File: src/rtl/cc_frogger_pkg.sv
// Shared encodings for the Frogger round controller: FSM states,
// comparator verdict codes and the decoded round event.
package cc_frogger_pkg;

  typedef enum logic [2:0] {
    ST_IDLE = 3'b000,
    ST_LOAD = 3'b001,
    ST_PLAY = 3'b010,
    ST_HIT  = 3'b011,
    ST_WIN  = 3'b100,
    ST_OVER = 3'b101
  } state_e;

  localparam logic [1:0] CMP_NONE = 2'b00;
  localparam logic [1:0] CMP_MISS = 2'b01;
  localparam logic [1:0] CMP_WIN  = 2'b11;

  typedef enum logic [1:0] {
    EV_NONE = 2'b00,
    EV_MISS = 2'b01,
    EV_WIN  = 2'b10
  } event_e;

  // Code 10 is reserved and deliberately folds into "no event".
  function automatic event_e decode_cmp(input logic [1:0] code);
    event_e ev;
    case (code)
      CMP_WIN:  ev = EV_WIN;
      CMP_MISS: ev = EV_MISS;
      CMP_NONE: ev = EV_NONE;
      default:  ev = EV_NONE;
    endcase
    return ev;
  endfunction

endpackage

File: src/rtl/cc_frogger_round_controller_holdcounter.sv
// Tick counter used to time the HIT/WIN dwell: synchronous clear,
// increment on qualified tick, done on the tick that completes the dwell.
module cc_tick_holdcounter #(
  parameter int HOLD_TICKS = 4,
  parameter int HOLD_WIDTH = 3
) (
  input  logic clk,
  input  logic rst,
  input  logic clr_In,
  input  logic tick_In,
  output logic done_Out
);

  localparam logic [HOLD_WIDTH-1:0] HOLD_LAST = HOLD_WIDTH'(HOLD_TICKS - 1);

  logic [HOLD_WIDTH-1:0] count_q;
  logic [HOLD_WIDTH-1:0] count_d;

  // Clear has priority so the entry edge always restarts the dwell.
  always_comb begin
    count_d = count_q;
    if (clr_In) begin
      count_d = {HOLD_WIDTH{1'b0}};
    end else if (tick_In) begin
      count_d = count_q + HOLD_WIDTH'(1);
    end else begin
      count_d = count_q;
    end
  end

  // Counter register.
  always_ff @(posedge clk or posedge rst) begin
    if (rst) begin
      count_q <= {HOLD_WIDTH{1'b0}};
    end else begin
      count_q <= count_d;
    end
  end

  assign done_Out = tick_In && (count_q == HOLD_LAST);

endmodule

File: src/rtl/cc_frogger_round_controller.sv
// Frogger round sequencer: samples the lane comparator on game ticks,
// drives lane load/shift enables and keeps the lives and level counters.
module cc_frogger_round_controller
  import cc_frogger_pkg::*;
#(
  parameter int LIVES_WIDTH = 2,
  parameter int LIVES_INIT  = 3,
  parameter int LEVEL_WIDTH = 3,
  parameter int LEVEL_MAX   = 7,
  parameter int HOLD_TICKS  = 4,
  parameter int HOLD_WIDTH  = 3
) (
  input  logic                   CC_ROUNDCTRL_CLOCK_50,
  input  logic                   CC_ROUNDCTRL_RESET_InHigh,
  input  logic                   CC_ROUNDCTRL_tick_In,
  input  logic                   CC_ROUNDCTRL_start_In,
  input  logic [1:0]             CC_ROUNDCTRL_compare_InBUS,
  output logic                   CC_ROUNDCTRL_load_Out,
  output logic                   CC_ROUNDCTRL_shiftEnable_Out,
  output logic [2:0]             CC_ROUNDCTRL_state_OutBUS,
  output logic [LIVES_WIDTH-1:0] CC_ROUNDCTRL_lives_OutBUS,
  output logic [LEVEL_WIDTH-1:0] CC_ROUNDCTRL_level_OutBUS,
  output logic                   CC_ROUNDCTRL_gameOver_Out,
  output logic                   CC_ROUNDCTRL_gameWon_Out
);

  localparam logic [LIVES_WIDTH-1:0] LIVES_START = LIVES_WIDTH'(LIVES_INIT);
  localparam logic [LEVEL_WIDTH-1:0] LEVEL_LAST  = LEVEL_WIDTH'(LEVEL_MAX);

  logic clk;
  logic rst;
  assign clk = CC_ROUNDCTRL_CLOCK_50;
  assign rst = CC_ROUNDCTRL_RESET_InHigh;

  state_e                 state_q, state_d;
  logic [LIVES_WIDTH-1:0] lives_q, lives_d;
  logic [LEVEL_WIDTH-1:0] level_q, level_d;
  logic                   won_q, won_d;
  logic                   load_q, load_d;
  logic                   shift_q, shift_d;
  logic                   over_q, over_d;
  logic                   hold_clr_s;
  logic                   hold_tick_s;
  logic                   hold_done_s;
  event_e                 event_s;

  assign event_s     = decode_cmp(CC_ROUNDCTRL_compare_InBUS);
  assign hold_tick_s = CC_ROUNDCTRL_tick_In && ((state_q == ST_HIT) || (state_q == ST_WIN));

  cc_tick_holdcounter #(
    .HOLD_TICKS (HOLD_TICKS),
    .HOLD_WIDTH (HOLD_WIDTH)
  ) u_hold (
    .clk      (clk),
    .rst      (rst),
    .clr_In   (hold_clr_s),
    .tick_In  (hold_tick_s),
    .done_Out (hold_done_s)
  );

  // State, counters and registered Moore outputs.
  always_ff @(posedge clk or posedge rst) begin
    if (rst) begin
      state_q <= ST_IDLE;
      lives_q <= LIVES_START;
      level_q <= {LEVEL_WIDTH{1'b0}};
      won_q   <= 1'b0;
      load_q  <= 1'b0;
      shift_q <= 1'b0;
      over_q  <= 1'b0;
    end else begin
      state_q <= state_d;
      lives_q <= lives_d;
      level_q <= level_d;
      won_q   <= won_d;
      load_q  <= load_d;
      shift_q <= shift_d;
      over_q  <= over_d;
    end
  end

  // Next-state and counter update logic.
  always_comb begin
    state_d    = state_q;
    lives_d    = lives_q;
    level_d    = level_q;
    won_d      = won_q;
    hold_clr_s = 1'b0;
    case (state_q)
      ST_IDLE, ST_OVER: begin
        if (CC_ROUNDCTRL_start_In) begin
          lives_d = LIVES_START;
          level_d = {LEVEL_WIDTH{1'b0}};
          won_d   = 1'b0;
          state_d = ST_LOAD;
        end else begin
          state_d = state_q;
        end
      end
      ST_LOAD: begin
        state_d = ST_PLAY;
      end
      ST_PLAY: begin
        if (CC_ROUNDCTRL_tick_In) begin
          case (event_s)
            EV_WIN: begin
              state_d    = ST_WIN;
              hold_clr_s = 1'b1;
              if (level_q < LEVEL_LAST) begin
                level_d = level_q + LEVEL_WIDTH'(1);
              end else begin
                won_d = 1'b1;
              end
            end
            EV_MISS: begin
              state_d    = ST_HIT;
              hold_clr_s = 1'b1;
              // Lives are >= 1 whenever PLAY is reached; guard anyway.
              if (lives_q != {LIVES_WIDTH{1'b0}}) begin
                lives_d = lives_q - LIVES_WIDTH'(1);
              end else begin
                lives_d = lives_q;
              end
            end
            default: begin
              state_d = ST_PLAY;
            end
          endcase
        end else begin
          state_d = ST_PLAY;
        end
      end
      ST_HIT: begin
        if (hold_done_s) begin
          state_d = (lives_q == {LIVES_WIDTH{1'b0}}) ? ST_OVER : ST_LOAD;
        end else begin
          state_d = ST_HIT;
        end
      end
      ST_WIN: begin
        if (hold_done_s) begin
          state_d = won_q ? ST_OVER : ST_LOAD;
        end else begin
          state_d = ST_WIN;
        end
      end
      default: begin
        state_d = ST_IDLE;
      end
    endcase
  end

  // Outputs decoded from the next state so they register alongside it.
  always_comb begin
    load_d  = 1'b0;
    shift_d = 1'b0;
    over_d  = 1'b0;
    case (state_d)
      ST_LOAD: load_d  = 1'b1;
      ST_PLAY: shift_d = 1'b1;
      ST_OVER: over_d  = 1'b1;
      default: begin
        load_d  = 1'b0;
        shift_d = 1'b0;
        over_d  = 1'b0;
      end
    endcase
  end

  assign CC_ROUNDCTRL_load_Out        = load_q;
  assign CC_ROUNDCTRL_shiftEnable_Out = shift_q;
  assign CC_ROUNDCTRL_state_OutBUS    = state_q;
  assign CC_ROUNDCTRL_lives_OutBUS    = lives_q;
  assign CC_ROUNDCTRL_level_OutBUS    = level_q;
  assign CC_ROUNDCTRL_gameOver_Out    = over_q;
  assign CC_ROUNDCTRL_gameWon_Out     = won_q;

endmodule

File: config.mk
export PLATFORM = sky130hd
export DESIGN_NAME = cc_frogger_round_controller
export DESIGN_NICKNAME = d
export VERILOG_FILES = /design/src/rtl/cc_frogger_pkg.sv /design/src/rtl/cc_frogger_round_controller_holdcounter.sv /design/src/rtl/cc_frogger_round_controller.sv
export SDC_FILE = /design/constraint.sdc
export NUM_CORES = 1
export LEC_CHECK = 0
export ABC_AREA = 1
export CAP_MARGIN = 20
export CORE_MARGIN = 2
export CORE_UTILIZATION = 35
export DETAILED_ROUTE_END_ITERATION = 16
export SYNTH_ARGS = -nofsm -noshare
export SYNTH_HDL_FRONTEND = slang
export SYNTH_SLANG_ARGS = --single-unit
File: constraint.sdc
create_clock -name CC_ROUNDCTRL_CLOCK_50 -period 1.15 [get_ports CC_ROUNDCTRL_CLOCK_50]
set_input_delay 0.23 -clock CC_ROUNDCTRL_CLOCK_50 [delete_from_list [all_inputs] [get_ports CC_ROUNDCTRL_CLOCK_50]]
set_output_delay 0.23 -clock CC_ROUNDCTRL_CLOCK_50 [all_outputs]
set_load 0.01 [all_outputs]
==> qor.txt <==
most frequent cells in the layout - buf_4 (23), inv_1 (12), dfrtp_1 (11), nand2_2 (11)
R2R setup slack - -0.21 ns
clk slew on worst S/H paths - 0.10 ns
Reg2Reg Depth - 10
Peak Freq - 738 MHz
total number of vias - 885
vias per inst - 4.71
EDFF count, synth - 0
number of clock sinks - 15
outcome - complete, but fails checks
deepest clock path buffer count - 2
H-tree levels - 1
area leader, netlist - dfrtp_1
worst hold-check path type - in -> async
Crit-path slowest cell - dfrtp_1
Syn Nets - 119
largest net degree at the start of global routing - 16
n_diodes - 0
commonest non-fill, non-tap cell in the layout - buf_4
average cell area after synthesis - 7.87 µm²
Critical Path, Cell by Cell - buf_6, inv_4, nor2_4, buf_4, nand2_1, nand2_1, nor2_1, nor2_2, nand2_1, inv_1
post-synthesis mux area share - 1.17%
most area-consuming cells after synthesis - dfrtp_1 (38%), nand2_1 (8.3%), inv_1 (7.0%)
min cycle time layout - 1.36 ns
clk_lat worst skew - 0.29 ns
total track usage - 17.5%
initial antenna violation count - 0
Setup Crit Path Kind - reg -> reg
area fraction in compound gates after synthesis - 8.75%
Hold Vio Cnt, Final - 0
ys async rst share - 100%
Pins Over Slew Limit - 0
drt total wl - 2.21 mm
final setup fails - 18
Std-Cell Core Area - 0.00228 mm²
Post-Place Worst Slack - -0.394 ns
post-synth top area share - 37.9%
RSZ-0062 raised after global routing - true
DRC - 0
Routed WL per cell - 11.7 µm
failing checks - setup timing
post-route cell area - 0.00147 mm²
num ports - 18
Worst-Margin Slew - 0.204 ns
Die ar. - 0.00286 mm²
MaxCap Viol Count - 0
vias in the first global route - 841
DRC marker count from the first detailed-route iteration - 10
Pre-Repair DR Iteration Count - 4
reg2reg end - CC_ROUNDCTRL_gameOver_Out
Post-Synthesis Cell Area - 858 µm²
post-synthesis adder-cell area fraction - 5.83%
CTS hold repair buffers - 0
Die Width - 53.5 µm
FF-to-FF Start - CC_ROUNDCTRL_state_OutBUS[1]
dpl hpwl - 1.46 mm
relative slew slack - 86.3%
Synth Area in XOR/XNOR - 0%
crit end category - flop
Syn Inst Count - 109
CP most frequent cell - nand2_1
layout cells sized above 1 - 61.3%
worst vdd ir - 1810 µV
startpoint class of the critical path - flop
Final ANT Viol Nets - 0
CTS Buf Count - 3
Initial Utilization - 37.7%
Ys Warns - 0
PortBufs - 17
Synth Register Bits - 15
Placed Area - 0.00122 mm²
Power Density - 2580 mW/mm²
GRT overflow - 0
Site Rows - 17
count of cell types in the netlist - 22
PnR worst setup slack - -0.205 ns
Max FO, Critical Path - 3
sequential cell area fraction in the yosys report - 44.0%
GPL Wtd Cong - 0.866
top_reg_cell synth - dfrtp_1
largest family of logic cells by synthesized area - simple AND/OR/NAND/NOR gates
period utilisation layout - 118%
first-pass GRT wire length - 3.56 mm
die height - 53.5 µm
Layout area overhead - 70.8%
Worst path max stage delay - 0.40 ns
Critical Path RT - 1.35 ns
CTS tree - yes
Leakage Power - 0.767 nW
Clk Tree Root Cell - clkbuf_4
Layout Skew - 0.00344 ns
Synth Area in Simple Gates - 31.9%
Arrival @ worst endpoint - 1.55 ns
fin nets - 171
==> worst max-delay path: cells and delay by family, from the launching register on <==
family | cells | cell delay [ns]
DFF | 1 | 0.40
and+or+nand+nor | 6 | 0.49
buffers and inverters | 4 | 0.36
==> area by class of cell <==
class	instances	area (µm²)
clock buffers	3	22.5
clock inverters	1	5.00
fillers	184	810
inverters	19	76.3
multi-input cells	75	568
flip-flops and latches	15	380
well taps	28	35.0
repair buffers	47	379
==> per-layer routing <==
layer,share of wire [%],global-route usage [%]
met3,5.5,5.65
met5,0,0
met4,0.36,3.85
met2,53,32.1
met1,41,19.3
==> synthesized netlist by cell type, types with 2 or more instances <==
master / number
dfrtp_1: 13
or2_2: 3
inv_1: 16
nand4_1: 2
nand2_2: 6
dfstp_2: 2
ha_1: 4
nand2_1: 19
nor2_1: 14
nor2_2: 3
nand3_1: 8
o21ai_1: 6
o21ai_0: 2
inv_2: 3
==> how the worst max path moves through the flow <==
stage	cells past startpoint	startpoint	slack, ns	to
global route	8	u_hold.count_q[1]	-0.32	CC_ROUNDCTRL_load_Out
global placement	8	CC_ROUNDCTRL_tick_In	-0.35	CC_ROUNDCTRL_level_OutBUS[2]
floorplan	7	u_hold.count_q[0]	-0.06	CC_ROUNDCTRL_gameOver_Out
detailed placement	8	CC_ROUNDCTRL_tick_In	-0.39	CC_ROUNDCTRL_level_OutBUS[1]
finish	10	CC_ROUNDCTRL_state_OutBUS[1]	-0.21	CC_ROUNDCTRL_gameOver_Out
CTS	9	CC_ROUNDCTRL_state_OutBUS[0]	-0.16	CC_ROUNDCTRL_level_OutBUS[0]
==> where the power goes <==
part | internal (mW) | total (mW) | switching [mW]
logic | 1.24 | 2.61 | 1.37
clock network | 0.129 | 0.311 | 0.182
registers | 0.747 | 0.860 | 0.113
total | 2.11 | 3.78 | 1.67
==> kinds of logic after synthesis <==
| kind of cell | Yosys count |
|---|---|
| compound gates | 13 |
| fa+ha+maj | 4 |
| buf+inv | 19 |
| flops | 15 |
| mux | 1 |
| simple gates | 57 |
==> sequential cells by signal (all words and copies together), names as in the netlist <==
name and flops:
CC_ROUNDCTRL_load_Out 1, CC_ROUNDCTRL_level_OutBUS 3, CC_ROUNDCTRL_state_OutBUS 3, CC_ROUNDCTRL_gameOver_Out 1, CC_ROUNDCTRL_lives_OutBUS 2, CC_ROUNDCTRL_shiftEnable_Out 1
u_hold.count_q 3, CC_ROUNDCTRL_gameWon_Out 1
==> stage by stage <==
stage | power (mW) | instances | setup TNS [ns] | hold slack [ns] | utilization (%)
4_1_cts | 3.37 | 184 | -1.79 | 0.232 | 60.5
3_5_place_dp | 2.74 | 169 | -4.69 | 0.482 | 53.8
3_3_place_gp | 2.70 | 169 | -4.24 | 0.478 | 53.8
2_1_floorplan | 2.01 | 109 | -0.177 | 0.130 | -
5_1_grt | 4.09 | 188 | -3.61 | 0.251 | 64.4
6_report | 3.78 | 188 | -2.25 | 0.229 | 64.4
==> repair_timing <==
| item | 4_1_cts | 5_1_grt |
|---|---|---|
| pin swaps | 15 | 16 |
| setup buffers | 11 | 4 |
| gates resized for setup | 55 | 28 |
| endpoints found under the setup margin | 26 | 22 |
No activity file was read; power rests on OpenSTA's default activity.
